--- src/rtl/pipe_ctrl_pkg.sv ---
// Shared state encoding, stage indices and default widths for the pipeline control unit.
package pipe_ctrl_pkg;

    typedef enum logic {
        PipeRun    = 1'b0,
        PipeMcWait = 1'b1
    } pipe_state_e;

    localparam int unsigned PipePc    = 0;
    localparam int unsigned PipeIfId  = 1;
    localparam int unsigned PipeIdEx  = 2;
    localparam int unsigned PipeExMem = 3;
    localparam int unsigned PipeMemWb = 4;

    localparam int unsigned PIPE_STAGES_DEF = 5;
    localparam int unsigned PIPE_REG_AW_DEF = 5;
    localparam int unsigned PIPE_XLEN_DEF   = 32;
    localparam int unsigned PIPE_MC_W_DEF   = 6;

endpackage

--- src/rtl/pipe_ctrl_mc_timer.sv ---
// Multi-cycle stall countdown: load a value, decrement to zero unless held, flag zero.
module mc_timer
    import pipe_ctrl_pkg::*;
#(
    parameter int unsigned MC_W = PIPE_MC_W_DEF
) (
    input  logic            clk,
    input  logic            rstn,
    input  logic            load,
    input  logic            hold,
    input  logic [MC_W-1:0] val,
    output logic            zero
);

    logic [MC_W-1:0] cnt_q, cnt_d;

    always_comb begin
        cnt_d = cnt_q;
        if (load) begin
            cnt_d = val;
        end else if (!hold && (cnt_q != '0)) begin
            cnt_d = cnt_q - MC_W'(1);
        end
    end

    always_ff @(posedge clk or negedge rstn) begin
        if (!rstn) begin
            cnt_q <= '0;
        end else begin
            cnt_q <= cnt_d;
        end
    end

    assign zero = (cnt_q == '0);

endmodule

--- src/rtl/pipe_ctrl.sv ---
// Pipeline control: per-register load-enable/flush for load-use, multi-cycle EX, jumps and hold.
// Optional performance counters enabled by defining PIPE_CTRL_PERF_EN.
module pipe_ctrl
    import pipe_ctrl_pkg::*;
#(
    parameter int unsigned STAGES = PIPE_STAGES_DEF,
    parameter int unsigned REG_AW = PIPE_REG_AW_DEF,
    parameter int unsigned XLEN   = PIPE_XLEN_DEF,
    parameter int unsigned MC_W   = PIPE_MC_W_DEF
) (
    input  logic              clk,
    input  logic              rstn,
    input  logic              id_rs1_read_i,
    input  logic              id_rs2_read_i,
    input  logic [REG_AW-1:0] id_rs1_addr_i,
    input  logic [REG_AW-1:0] id_rs2_addr_i,
    input  logic              ex_load_i,
    input  logic              ex_regs_wen_i,
    input  logic [REG_AW-1:0] ex_rd_addr_i,
    input  logic              ex_jump_i,
    input  logic [XLEN-1:0]   ex_jump_addr_i,
    input  logic              ex_mc_start_i,
    input  logic [MC_W-1:0]   ex_mc_lat_i,
    input  logic              ext_hold_i,
    output logic [STAGES-1:0] lden_o,
    output logic [STAGES-1:0] flush_o,
    output logic              pc_redirect_o,
    output logic [XLEN-1:0]   pc_redirect_addr_o,
    output logic              state_o,
    output logic [31:0]       ldu_cnt_o,
    output logic [31:0]       mc_cnt_o,
    output logic [31:0]       flush_cnt_o
);

    pipe_state_e state_q, state_d;
    logic        mc_zero;
    logic        mc_entry, mc_busy, mc_stall;
    logic        ldu_hazard, ldu_stall, jump_take;
    logic [4:0]  lden_b, flush_b;

    mc_timer #(.MC_W(MC_W)) u_mc_timer (
        .clk  (clk),
        .rstn (rstn),
        .load (mc_entry && !ext_hold_i),
        .hold (ext_hold_i),
        .val  (ex_mc_lat_i - MC_W'(1)),
        .zero (mc_zero)
    );

    always_comb begin
        mc_entry   = (state_q == PipeRun) && ex_mc_start_i && (ex_mc_lat_i != '0);
        mc_busy    = (state_q == PipeMcWait) && !mc_zero;
        ldu_hazard = ex_load_i && ex_regs_wen_i && (ex_rd_addr_i != '0) &&
                     ((id_rs1_read_i && (id_rs1_addr_i == ex_rd_addr_i)) ||
                      (id_rs2_read_i && (id_rs2_addr_i == ex_rd_addr_i)));
        mc_stall   = !ext_hold_i && (mc_entry || mc_busy);
        jump_take  = !ext_hold_i && !(mc_entry || mc_busy) && ex_jump_i;
        ldu_stall  = !ext_hold_i && !(mc_entry || mc_busy) && !ex_jump_i && ldu_hazard;
    end

    always_comb begin
        state_d = state_q;
        if (!ext_hold_i) begin
            if (mc_entry) begin
                state_d = PipeMcWait;
            end else if ((state_q == PipeMcWait) && mc_zero) begin
                state_d = PipeRun;
            end
        end
    end

    always_ff @(posedge clk or negedge rstn) begin
        if (!rstn) begin
            state_q <= PipeRun;
        end else begin
            state_q <= state_d;
        end
    end

    always_comb begin
        lden_b  = '1;
        flush_b = '0;
        if (ext_hold_i) begin
            lden_b = '0;
        end else if (mc_stall) begin
            lden_b[PipePc]    = 1'b0;
            lden_b[PipeIfId]  = 1'b0;
            lden_b[PipeIdEx]  = 1'b0;
            flush_b[PipeExMem] = 1'b1;
        end else if (jump_take) begin
            flush_b[PipeIfId] = 1'b1;
            flush_b[PipeIdEx] = 1'b1;
        end else if (ldu_stall) begin
            lden_b[PipePc]   = 1'b0;
            lden_b[PipeIfId] = 1'b0;
            flush_b[PipeIdEx] = 1'b1;
        end
    end

    // Back-end registers beyond mem_wb mirror its control.
    always_comb begin
        lden_o       = {STAGES{lden_b[PipeMemWb]}};
        flush_o      = {STAGES{flush_b[PipeMemWb]}};
        lden_o[4:0]  = lden_b;
        flush_o[4:0] = flush_b;
    end

    assign pc_redirect_o      = jump_take;
    assign pc_redirect_addr_o = ex_jump_addr_i;
    assign state_o            = (state_q == PipeMcWait);

`ifdef PIPE_CTRL_PERF_EN
    logic [31:0] ldu_cnt_q, ldu_cnt_d;
    logic [31:0] mc_cnt_q, mc_cnt_d;
    logic [31:0] flush_cnt_q, flush_cnt_d;

    always_comb begin
        ldu_cnt_d   = ldu_cnt_q + (ldu_stall ? 32'd1 : 32'd0);
        mc_cnt_d    = mc_cnt_q + (mc_stall ? 32'd1 : 32'd0);
        flush_cnt_d = flush_cnt_q + (jump_take ? 32'd1 : 32'd0);
    end

    always_ff @(posedge clk or negedge rstn) begin
        if (!rstn) begin
            ldu_cnt_q   <= '0;
            mc_cnt_q    <= '0;
            flush_cnt_q <= '0;
        end else begin
            ldu_cnt_q   <= ldu_cnt_d;
            mc_cnt_q    <= mc_cnt_d;
            flush_cnt_q <= flush_cnt_d;
        end
    end

    assign ldu_cnt_o   = ldu_cnt_q;
    assign mc_cnt_o    = mc_cnt_q;
    assign flush_cnt_o = flush_cnt_q;
`else
    assign ldu_cnt_o   = '0;
    assign mc_cnt_o    = '0;
    assign flush_cnt_o = '0;
`endif

endmodule

--- config.mk ---
export PLATFORM = sky130hd
export DESIGN_NAME = pipe_ctrl
export DESIGN_NICKNAME = d
export VERILOG_FILES = /design/src/rtl/pipe_ctrl_pkg.sv /design/src/rtl/pipe_ctrl_mc_timer.sv /design/src/rtl/pipe_ctrl.sv
export SDC_FILE = /design/constraint.sdc
export NUM_CORES = 1
export LEC_CHECK = 0
export CORE_ASPECT_RATIO = 1.75
export CORE_UTILIZATION = 25
export CTS_CLUSTER_DIAMETER = 30
export DETAILED_ROUTE_END_ITERATION = 10
export DONT_BUFFER_PORTS = 1
export GPL_ROUTABILITY_DRIVEN = 0
export GPL_TIMING_DRIVEN = 0
export HOLD_SLACK_MARGIN = 0.15
export PLACE_DENSITY_LB_ADDON = 0.08
export SYNTH_ARGS = -nofsm -noshare
export SYNTH_HDL_FRONTEND = slang
export SYNTH_SLANG_ARGS = --single-unit
--- constraint.sdc ---
create_clock -name clk -period 4.5 [get_ports clk]
set_input_delay 0.675 -clock clk [delete_from_list [all_inputs] [get_ports clk]]
set_output_delay 0.675 -clock clk [all_outputs]
set_load 0.03 [all_outputs]
Word-level counts from Yosys, hierarchy flattened
Cells that the tools add are included.
Word-level totals
  input bits: 62
  word-level logic and storage cells: 53
  flip-flop bits (word level): 7
Cells by class
  equal/unequal tests: 2
  add/sub/neg operators: 2
  multiplexer cells: 16
  bitwise logic cells: 2
  reduce and logical (&&, ||, !) cells: 29
Operators by type and width (number)
  1-bit logical AND: 16
  6-bit two-way mux: 2
  6-bit nonzero test: 2
  6-bit by 1-bit subtractor with 6-bit output (second input constant): 2
  5-bit equality test: 2
  2-bit two-way mux: 5
  1-bit two-way mux: 7
  6-bit zero test: 1
  3-bit two-way mux: 2
  5-bit nonzero test: 1
  1-bit zero test: 4
  2-bit nonzero test: 2
  1-bit logical OR: 2
  1-bit inverter: 2
  2-bit AND reduction: 1

Logic depth before layout (Yosys ltp)
Gate-level depths: netlist (run 1).
  word-level depth: 12
  mapped depth: 9
  gate-level depth less buffers: 9

Cells and area by module
A second synthesis (run 1) with hierarchy kept.
Second synthesis, totals
  cells, all modules: 233
  area, all modules: 1805.5 um2
By module, submodules not included
  pipe_ctrl: cells each 184, instances 1, area an instance 1380.1 um2
  mc_timer: cells each 49, instances 1, area an instance 425.4 um2

Worst setup path after synthesis (run 1)
OpenSTA, ideal clock, no wires.
  path type: input to output
  start point: input port ex_mc_lat_i[5]
  end point: output port lden_o[1]
  buffers on the path: 1
  cell stages on the path: 5
  arrival time: 2687 ps
  setup slack: 1138 ps
  cell sequence: nor3_2 -> a21oi_2 -> nor3_1 -> o31a_1 -> buf_4
On the way
  longest elaborated chain between the ends: 11
  elaborated cells on any way between the ends: 13
Ends and longest elaborated chain
  start: declaration: RTL line pipe_ctrl.sv:23  | input logic [MC_W-1:0] ex_mc_lat_i,
  6-bit nonzero test (*): RTL line pipe_ctrl.sv:51  | mc_entry = (state_q == PipeRun) && ex_mc_start_i && (ex_mc_lat_i != '0);
  1-bit logical AND (*): RTL line pipe_ctrl.sv:51
  1-bit logical OR (*): RTL line pipe_ctrl.sv:56, pipe_ctrl.sv:57, pipe_ctrl.sv:58
  1-bit zero test: RTL line pipe_ctrl.sv:57, pipe_ctrl.sv:58
  1-bit logical AND: RTL line pipe_ctrl.sv:57, pipe_ctrl.sv:58
  1-bit logical AND (2 in series): RTL line pipe_ctrl.sv:58  | ldu_stall = !ext_hold_i && !(mc_entry || mc_busy) && !ex_jump_i && ldu_hazard;
  2-bit two-way mux: RTL line pipe_ctrl.sv:93  | end else if (ldu_stall) begin
  2-bit two-way mux: RTL line pipe_ctrl.sv:90  | end else if (jump_take) begin
  2-bit two-way mux (*): RTL line pipe_ctrl.sv:85  | end else if (mc_stall) begin
  3-bit two-way mux (*): RTL line pipe_ctrl.sv:83  | if (ext_hold_i) begin
  end: declaration: RTL line pipe_ctrl.sv:25  | output logic [STAGES-1:0] lden_o,
Every way passes the cells marked *; elsewhere a longest branch is shown, timed or not.

Final worst setup path (run 1)
  start point: register state_q, in the netlist state_o
  end point: output port lden_o[1]
On the way
  longest elaborated chain between the ends: 12
  elaborated cells on any way between the ends: 15
Ends and longest elaborated chain
  start: declaration: RTL line pipe_ctrl.sv:35  | pipe_state_e state_q, state_d;
  start signal: assignment: RTL line pipe_ctrl.sv:74  | state_q <= PipeRun;
  start signal: assignment: RTL line pipe_ctrl.sv:76  | state_q <= state_d;
  1-bit inverter: RTL line pipe_ctrl.sv:51
  1-bit logical AND (2 in series): RTL line pipe_ctrl.sv:51
  1-bit logical OR (*): RTL line pipe_ctrl.sv:56, pipe_ctrl.sv:57, pipe_ctrl.sv:58
  1-bit zero test: RTL line pipe_ctrl.sv:57, pipe_ctrl.sv:58
  1-bit logical AND: RTL line pipe_ctrl.sv:57, pipe_ctrl.sv:58
  1-bit logical AND (2 in series): RTL line pipe_ctrl.sv:58
  2-bit two-way mux: RTL line pipe_ctrl.sv:93
  2-bit two-way mux: RTL line pipe_ctrl.sv:90
  2-bit two-way mux (*): RTL line pipe_ctrl.sv:85
  3-bit two-way mux (*): RTL line pipe_ctrl.sv:83
Marked as above.

==> results of run 1 <==
metal layers:
layer	track usage	vias up
met5	0	-
met4	0.0415	0
met3	0.0215	6
met2	0.183	129
met1	0.0674	566
li1	-	689
sequential cells by signal (all words and copies together), names as in the netlist:
register          cells
state_o               1
u_mc_timer.cnt_q      6
worst max-delay path, cell delays in order (launching register included):
cell and delay [ns]:
dfrtp_1 0.61, nand2b_1 0.35, a21oi_2 0.08, nor3_1 1.07, o31a_1 0.51, buf_4 0.23
worst max path at each step:
stage / endpoint / slack (ns) / depth (start not counted)
CTS: lden_o[1] / 0.71 / 5
finish: lden_o[1] / 0.75 / 5
global placement: lden_o[1] / 0.79 / 5
global route: lden_o[1] / 0.60 / 5
detailed placement: lden_o[1] / 0.83 / 5
floorplan: lden_o[1] / 1.14 / 5
layout make-up:
class,count,area [um2],area share
buffer,133,995,0.436
clock buffer,4,78.8,0.0346
inverter,5,18.8,0.00823
multi-input combinational,169,900,0.395
sequential,7,175,0.0768
tap,82,103,0.0450
timing repair buffer,1,10.0,0.00439
stage by stage:
stage                     hold slack [ns]  utilization  area, um2
after detailed placement            0.380        0.333       2190
after floorplan                     0.379            -       2090
final                               0.528        0.346       2280
after global routing                0.543        0.346       2280
after global placement              0.380        0.333       2190
after CTS                           0.532        0.346       2280
kinds of logic after synthesis:
kind of cell / count (synthesis)
xor+xnor: 12
compound gates: 22
mux: 3
fa+ha+maj: 1
other cells: 1
simple gates: 33
flops: 7
buf+inv: 138
where the power goes:
| part | total, mW | switching [mW] | leakage (nW) | internal, mW |
|---|---|---|---|---|
| clock | 0.152 | 0.0338 | 0.0382 | 0.118 |
| sequential | 0.136 | 0.0453 | 0.0816 | 0.0911 |
| combinational | 0.415 | 0.262 | 1.22 | 0.153 |
cell usage in the layout (no fill, tap or decap), types with 2 or more instances in the layout:
cell type	synthesis	routed
buf_4	132	132
conb_1	1	98
xor2_1	8	8
dfrtp_1	7	7
nor2_1	6	6
nand2_1	6	6
inv_1	5	5
xnor2_1	4	4
o21ai_0	4	4
mux2i_1	3	3
a21oi_1	3	3
nor3_1	3	3
nor4_1	3	3
nor3b_1	3	3
clkbuf_16	0	3
clkbuf_1	1	2
and2_1	2	2
or3_1	2	2
and3_1	2	2
a211oi_1	2	2
==> impl_summary.txt, run 1 <==
----------------------------------------------------
[Critical path]
  Kind of start point of the critical path ... flip-flop
  Reg2Reg Setup Slack ... between 1.5 and 2 ns
  Startpoint of the worst register-to-register path ... state_o
  Critical path origin ... state_o
  Critical R2R Capture ... u_mc_timer.cnt_q[4]
  Capturing element type of the critical path ... primary output
  R2r worst-path depth ... 8
  Crit path max fanout ... 5
  Category of the critical setup timing path ... reg2out
  WP data arrival ... between 3 and 4 ns
  CP required ... 3.83 ns

[Synth]
  EDFF count, synth ... 0
  Most common flop cell mapped by yosys ... dfrtp_1
  Post-Syn Area per Cell ... a little under 8 um2
  Main combinational cell family by area after synthesis ... buffers and inverters
  Post-synth cell types ... 39
  Number of synthesized register bits ... 7
  Most used standard cell by instance count after synthesis ... buf_4
  Synth warnings ... 0
  Mux contribution to synthesized area ... 0.0174
  Yosys top cell by area ... buf_4
  Arithmetic-cell share of the synthesized area counting full adders, half adders and majority gates ... 0.00726
  Cell count after synthesis ... 217
  Share of synthesized cell area in and, or, nand and nor gates ... 0.116
  Compound-gate portion of the synthesized area ... 0.107
  Top area cells in the synthesized netlist ... buf_4 (57%), dfrtp_1 (10%), xor2_1 (4.1%), xnor2_1 (2.0%), mux2i_1 (1.7%)
  Yosys top cell area share ... 0.575
  Fraction of registers with async set or reset after synthesis ... 1.00
  Seq/Total Area, Yosys ... 0.102
  Cell area after synthesis ... about 1700 um2
  Xor and xnor fraction of the mapped netlist area ... 0.0610
  Leading cell types by count after synthesis ... buf_4 (132), xor2_1 (8), dfrtp_1 (7)

[Outcome]
  Run status ... completed

[Global route]
  Vias in the first global route ... approximately 1100
  Total global-route track usage ... 0.0870
  Largest net degree at the start of global routing ... 11
  Total gr overflow ... 0
  Antenna violations before repair ... 0
  Global-route wire length before repair ... 4.84 mm

[Worst hold path]
  Hold Crit Endpoint ... u_mc_timer.cnt_q[5]
  Worst Hold Class ... reg2reg
  Worst hold path cell count ... 1
  Hold_sp ... u_mc_timer.cnt_q[5]

[Clock tree]
  Number of hold-repair buffers added at the cts stage ... 1
  Clock Latency Late Sink ... 0.23 ns
  Clock-pin slew reported for the worst setup and hold paths after clock tree synthesis ... roughly 0.04 ns
  Number of buffers between clock root and the deepest sink ... 2
  Post-CTS Setup Repair Bufs ... 0
  Number of sinks driven by the clock tree ... 7
  CTS tree ... yes
  Deepest level of the CTS H-tree ... 1
  TritonCTS buffer count ... 3
  Number of resized instances in the post-cts repair step ... 0
  Clock tree root driver cell ... clkbuf_16

[Route]
  Detail Route Antenna Nets ... 0
  Initial DRC Count ... 20
  Final Routed Wirelength ... 3.64 mm
  Number of vias per cell ... around 3.5
  Routed length per instance ... around 9.1 um
  Length of routed met2 wiring ... ~2.1 mm
  Routed metal-1 wire length ... 930 um
  Vias after detailed routing ... about 1400
  Met3 Wirelength ... roughly 560 um
  DRC violations left ... 0
  Top layer in use ... met4
  Length of the first detailed-routing pass in iterations ... 4

[STA]
  Slew @ Worst Pin ... 1.34 ns
  Final setup vio count ... 0
  Final setup TNS ... 0 ns
  Setup slack after layout ... 0.754 ns
  Setup repair after global routing missed its margin ... false
  Final Critical Period ... between 3 and 4 ns
  Ratio of final minimum period to clock period ... 0.832
  Fin Clk Skew ... 0.00467 ns
  Count of final max-slew check failures ... 0
  Final hold violations ... 0
  Relative slew slack ... 0.103
  Highest attainable clock frequency ... 267 MHz

[Floorplan]
  Die Outline Area ... 7250 um2
  Row cnt ... 39
  Die H ... 112 um
  Initial Utilization ... 0.262
  Count of boundary I/O pins ... between 200 and 250
  Core area ... between 6000 and 7000 um2
  Width of the die ... 64.8 um

[Job]
  Max-Cap Viols ... 0

[Power]
  Power density relative to cell area ... about 310 nW/um2
  Leak Pwr ... approximately 1.3 nW
  Peak supply drop ... ~0.15 mV
  Design Power ... 0.703 mW

[Cells and area]
  Layout area overhead ... 32.2%
  Fraction of final layout cells with drive strength greater than 1 ... 0.448
  Cell Count, Final, Fillers Out ... between 400 and 500
  Total of fill cells in the finished design ... ~730
  Final net count ... roughly 380
  Antenna diode count ... 0

[Placed design]
  Setup slack at placement ... 0.830 ns
  DP HPWL ... approximately 3.4 mm
  Cells after DPL ... roughly 400
  Buffers added on ports ... 0

----------------------------------------------------
(Power assumes the default switching activity.)
==> inputs of run 2 (changes only) <==
clock period = 3.4 ns   (was 4.5 ns; I/O delays follow)
==> run 2 against run 1 <==
Global-route usage unchanged. Power up 33%. Clock-buffer cell count unchanged. Setup slack worse by 0.48 ns. First-iteration DRC count unchanged. Clock skew unchanged. Clock power up 32%. Cell count unchanged. Routed wire length up 0.14%. Worst hold slack worse by 0.083 ns. Sequential share of layout area about the same. Critical path type unchanged. Largest cell class unchanged.
==> impl_summary.txt, run 2 (synthesized netlist as in run 1, its figures left out) <==
----------------------------------------------------
[Clock tree]
  Post-CTS Setup Repair Bufs ... 0 (unchanged)
  TritonCTS buffer count ... 3 (unchanged)
  Clock tree root driver cell ... clkbuf_16
  Clock-pin slew reported for the worst setup and hold paths after clock tree synthesis ... 0.04 ns (about the same)
  Number of sinks driven by the clock tree ... 7 (unchanged)
  Deepest level of the CTS H-tree ... 1 (unchanged)
  CTS tree ... yes
  Clock Latency Late Sink ... 0.23 ns (about the same)
  Number of buffers between clock root and the deepest sink ... 2 (unchanged)

[STA]
  Highest attainable clock frequency ... between 300 and 400 MHz
  Relative slew slack ... 0.497 (+0.394)
  Final setup TNS ... 0 ns (unchanged)
  Slew @ Worst Pin ... 0.751 ns (-0.585 ns)
  Ratio of final minimum period to clock period ... 0.919
  Final hold violations ... 0 (unchanged)
  Fin Clk Skew ... 0.00467 ns (unchanged)
  Final Critical Period ... about 3.1 ns
  Worst Hold Slack ... 0.445 ns (-0.0827 ns)
  Count of final max-slew check failures ... 0 (unchanged)
  Final setup vio count ... 0 (unchanged)
  Setup repair after global routing missed its margin ... false

[Global route]
  Total gr overflow ... 0 (unchanged)
  Total global-route track usage ... 0.0870 (unchanged)
  Antenna violations before repair ... 0 (unchanged)
  Largest net degree at the start of global routing ... 11 (unchanged)
  Vias in the first global route ... 1078 (unchanged)
  Global-route wire length before repair ... 4.84 mm (unchanged)

[Cells and area]
  Antenna diode count ... 0 (unchanged)
  Commonest cells after routing, fill and taps aside ... buf_4 (132), conb_1 (98), xor2_1 (8)
  Final net count ... 383 (unchanged)
  Most flop-heavy register ... u_mc_timer.cnt_q
  Most common cell after layout, fill and taps aside ... buf_4
  Sequential cell area ... 175 um2 (unchanged)
  Total of fill cells in the finished design ... 732 (+0.14%)
  Flip-flop count of the largest register after layout ... 6 (unchanged)
  Layout area overhead ... 32.5%
  Final instance area ... 2280 um2 (+0.22%)
  Share of the core filled with cells in the final layout ... 0.347 (+0.000760)
  Combined area of the multi-input logic cells ... 905 um2 (+0.56%)
  Fraction of final layout cells with drive strength greater than 1 ... 0.451 (+0.00313)

[Route]
  Vias after detailed routing ... 1392 (+0.14%)
  Initial DRC Count ... 20 (unchanged)
  Number of vias per cell ... 3.47 (+0.14%)
  DRC violations left ... 0 (unchanged)
  Routed length per instance ... 9.09 um (+0.14%)
  Length of the first detailed-routing pass in iterations ... 4 (unchanged)
  Detail Route Antenna Nets ... 0 (unchanged)
  Final Routed Wirelength ... 3.64 mm (+0.14%)

[Floorplan]
  Core area ... 6590 um2 (unchanged)
  Row cnt ... 39 (unchanged)
  Die Outline Area ... 7250 um2 (unchanged)
  Die H ... 112 um (unchanged)
  Initial Utilization ... 0.262 (unchanged)
  Width of the die ... 64.8 um (unchanged)
  Count of boundary I/O pins ... 202 (unchanged)

[Power]
  Power density relative to cell area ... 408 nW/um2 (+32%)
  Leak Pwr ... 1.34 nW (+0.14%)
  Peak supply drop ... 0.197 mV (+32%)
  Design Power ... 0.932 mW (+33%)

[Outcome]
  Run status ... completed

[Worst hold path]
  Worst Hold Class ... in2reg

[Critical path]
  Delay of the slowest cell on the worst path ... 0.63 ns (-0.44 ns)
  Cell chain of the critical path ... nand2b_1 -> a21oi_2 -> nor3_2 -> o31a_1 -> buf_4
  Largest delay share family, worst path ... simple AND/OR/NAND/NOR gates
  CP required ... 2.89 ns (-0.94 ns)
  Capturing element type of the critical path ... primary output
  Slowest cell on the critical path ... nor3_2
  Kind of start point of the critical path ... flip-flop
  WP data arrival ... 2.61 ns (-0.46 ns)
  Category of the critical setup timing path ... reg2out
  Buf+Inv Stages, Crit Path ... 1 (unchanged)
  Crit path max fanout ... 5 (unchanged)

[Job]
  Max-Cap Viols ... 0 (unchanged)

[Placed design]
  Buffers added on ports ... 0 (unchanged)
  DP HPWL ... 3.35 mm (unchanged)
  Instance area at placement ... 2190 um2 (unchanged)

----------------------------------------------------
[run 2: cell counts in the layout (fill, tap and decap cells not counted)]
Identical to the previous run, type by type.
[run 2: worst paths after layout]
path	start	end	slack [ns]	cells after the start
hold reg to reg	u_mc_timer.cnt_q[5]	u_mc_timer.cnt_q[5]	0.53	1
max in group asynchronous	rstn	state_o	2.52	1
hold / removal	ex_mc_lat_i[5]	u_mc_timer.cnt_q[5]	0.45	1
setup reg to reg	state_o	u_mc_timer.cnt_q[4]	0.65	8
min in group asynchronous	rstn	u_mc_timer.cnt_q[5]	0.62	1
setup / recovery	state_o	lden_o[1]	0.28	5
[run 2: power by group]
| group | leakage [nW] | internal, mW | switching [mW] | total, mW |
|---|---|---|---|---|
| Sequential | 0.0816 | 0.121 | 0.0600 | 0.181 |
| Clock | 0.0382 | 0.156 | 0.0448 | 0.201 |
| Combinational | 1.22 | 0.203 | 0.348 | 0.551 |
[run 2: repair_timing]
item / CTS / global route
hold buffers: 1 / 0
resized for setup: 1 / 0
hold endpoints to repair: 7 / 0
endpoints found under the setup margin: 1 / 0
[run 2: cell type report]
class,instances,share of cell area
repair buffers,1,0.00438
well taps,82,0.0449
plain buffers,133,0.435
multi-input cells,169,0.396
clock buffers,4,0.0345
inverters,5,0.00821
flip-flops and latches,7,0.0767
[run 2: metal layers]
layer	up-vias	track usage	wire, um
li1	689	-	-
met1	568	0.0674	928
met2	129	0.183	2080
met3	6	0.0215	559
met4	0	0.0415	77
met5	-	0	0
[run 2: per-stage QoR]
| step | setup WS (ns) | cells |
|---|---|---|
| after floorplan | 0.368 | 314 |
| after global placement | 0.0146 | 396 |
| after detailed placement | 0.0320 | 396 |
| after CTS | 0.225 | 401 |
| after global routing | 0.131 | 401 |
| final | 0.276 | 401 |
==> inputs of run 3 (changes only) <==
PLACE_DENSITY = 0.49   (was not set)
PLACE_DENSITY_LB_ADDON = not set   (was 0.08)
RECOVER_POWER = 100   (was not set)
==> run 3 against run 2 <==
Utilization is 1.9 points lower. Power is 1.7% lower. First-iteration DRC count is 5.0% lower. Setup slack worse by 0.064 ns. Clock skew is 0.0025 ns lower. Sequential power hardly changed. Register-to-register slack hardly changed. Routed wire length is 7.1% higher. Worst hold slack worse by 0.0051 ns. Via count is 1.4% lower. Non-clock buffer count stayed put. Sequential cell count stayed put.
==> impl_summary.txt, run 3 (synthesized netlist as in run 1, its figures left out) <==
----------------------------------------------------
[Cells and area]
  Most common cell after layout, fill and taps aside ... buf_4
  Antenna diode count ... 0 (unchanged)
  Share of the core filled with cells in the final layout ... 0.327 (-0.0194)
  Most flop-heavy register ... u_mc_timer.cnt_q
  Commonest cells after routing, fill and taps aside ... buf_4 (99), conb_1 (98), clkbuf_1 (35)
  Layout area overhead ... 25.1%
  Final net count ... 383 (unchanged)
  Fraction of final layout cells with drive strength greater than 1 ... 0.345 (-0.107)
  Flip-flop count of the largest register after layout ... 6 (unchanged)
  Total of fill cells in the finished design ... 772 (+5.5%)

[Critical path]
  WP data arrival ... 2.68 ns (+0.07 ns)
  Category of the critical setup timing path ... reg2out
  Delay of the slowest cell on the worst path ... 0.65 ns (+0.02 ns)
  Reg2Reg Setup Slack ... 0.64 ns (about the same)
  Crit path max fanout ... 5 (unchanged)
  Kind of start point of the critical path ... flip-flop
  Slowest cell on the critical path ... nor3_2
  CP required ... 2.89 ns (about the same)
  Capturing element type of the critical path ... primary output
  Cell chain of the critical path ... nand2b_1 -> a21oi_1 -> nor3_2 -> o31a_1 -> buf_4

[Floorplan]
  Row cnt ... 39 (unchanged)
  Count of boundary I/O pins ... 202 (unchanged)
  Die H ... 112 um (unchanged)
  Core area ... 6590 um2 (unchanged)
  Die Outline Area ... 7250 um2 (unchanged)
  Width of the die ... 64.8 um (unchanged)
  Initial Utilization ... 0.262 (unchanged)

[Global route]
  Met1 usage ... 0.0742 (+0.00682)
  Total global-route track usage ... 0.0957 (+0.00868)
  Global-route wire length before repair ... 5.24 mm (+8.3%)
  Largest net degree at the start of global routing ... 11 (unchanged)
  Vias in the first global route ... 1130 (+4.8%)
  GR peak layer ... met2
  Antenna violations before repair ... 0 (unchanged)
  Met3 capacity usage during global routing ... 0.0277 (+0.00615)
  Met2 layer usage reported by global route ... 0.206 (+0.0229)
  Total gr overflow ... 0 (unchanged)

[Worst hold path]
  Worst Hold Class ... in2reg

[STA]
  Highest attainable clock frequency ... 314 MHz (-2.0%)
  Final hold violations ... 0 (unchanged)
  Final Critical Period ... 3.19 ns (+0.0645 ns)
  Ratio of final minimum period to clock period ... 0.938 (+0.0190)
  Slew @ Worst Pin ... 0.746 ns (-0.00494 ns)
  Fin Clk Skew ... 0.00216 ns (-0.00251 ns)
  Setup repair after global routing missed its margin ... false
  Count of final max-slew check failures ... 0 (unchanged)
  Relative slew slack ... 0.500 (+0.00331)
  Final setup TNS ... 0 ns (unchanged)
  Final setup vio count ... 0 (unchanged)

[Clock tree]
  Number of sinks driven by the clock tree ... 7 (unchanged)
  CTS tree ... yes
  Number of buffers between clock root and the deepest sink ... 2 (unchanged)
  Deepest level of the CTS H-tree ... 1 (unchanged)
  Clock tree root driver cell ... clkbuf_16
  Clock-pin slew reported for the worst setup and hold paths after clock tree synthesis ... 0.04 ns (about the same)
  Clock Latency Late Sink ... 0.23 ns (about the same)
  Post-CTS Setup Repair Bufs ... 0 (unchanged)
  TritonCTS buffer count ... 3 (unchanged)

[Route]
  DRC violations left ... 0 (unchanged)
  Routed length per instance ... 9.74 um (+7.1%)
  Initial DRC Count ... 19 (-5.0%)
  Number of vias per cell ... 3.42 (-1.4%)
  Length of the first detailed-routing pass in iterations ... 3 (-1)
  Detail Route Antenna Nets ... 0 (unchanged)
  Vias after detailed routing ... 1372 (-1.4%)
  Final Routed Wirelength ... 3.90 mm (+7.1%)

[Outcome]
  Run status ... completed

[Power]
  Leak Pwr ... 1.22 nW (-9.0%)
  Peak supply drop ... 0.190 mV (-3.8%)
  Power density relative to cell area ... 425 nW/um2 (+4.1%)

[Placed design]
  DP HPWL ... 3.58 mm (+6.9%)
  Buffers added on ports ... 0 (unchanged)

[Job]
  Max-Cap Viols ... 0 (unchanged)

----------------------------------------------------
[run 3: layout make-up]
class / instances / area (um2) / share of cell area
Timing Repair Buffer: 1 / 10.0 / 0.00464
Buffer: 133 / 871 / 0.404
Clock buffer: 4 / 78.8 / 0.0365
Multi-Input combinational cell: 169 / 901 / 0.418
Inverter: 5 / 18.8 / 0.00870
Sequential cell: 7 / 175 / 0.0812
Tap cell: 82 / 103 / 0.0476
[run 3: final timing paths]
check	startpoint	end	depth (start not counted)
max	state_o	lden_o[1]	5
max in group asynchronous	rstn	state_o	1
max reg2reg	state_o	u_mc_timer.cnt_q[4]	8
min reg2reg	u_mc_timer.cnt_q[5]	u_mc_timer.cnt_q[5]	1
min in group asynchronous	rstn	u_mc_timer.cnt_q[4]	1
min	ex_mc_lat_i[5]	u_mc_timer.cnt_q[5]	1
[run 3: per-stage QoR]
step	hold slack, ns	instance area (um2)	setup WS, ns	std cells	power [mW]
after global placement	0.215	2190	0.0507	396	0.721
after detailed placement	0.215	2190	0.0300	396	0.727
final	0.440	2160	0.212	401	0.916
after global routing	0.439	2160	0.0718	401	0.974
after CTS	0.441	2280	0.210	401	0.934
after floorplan	0.214	2090	0.368	314	0.666
[run 3: power by group]
part	switching, mW	leakage, nW	internal, mW	total, mW
Combinational	0.354	1.10	0.185	0.539
Sequential	0.0572	0.0816	0.121	0.178
Clock	0.0437	0.0382	0.156	0.200
Total	0.455	1.22	0.461	0.916
[run 3: per-layer routing]
metal | part of all wire | vias to the layer above
met5 | 0 | -
li1 | - | 686
met2 | 0.57 | 146
met3 | 0.15 | 2
met4 | 0.0069 | 0
met1 | 0.27 | 538
[run 3: critical path: cells and delay by family (launching register included)]
family / cells / cell delay [ns]
simple gates: 2 / 0.99
compound gates: 2 / 0.63
flops: 1 / 0.60
buf+inv: 1 / 0.24
[run 3: what timing repair did]
| action | in CTS | in global routing |
|---|---|---|
| hold buffers | 1 | 0 |
| setup endpoints to repair | 1 | 0 |
| endpoints found under the hold margin | 7 | 0 |
| resized for setup | 1 | 0 |
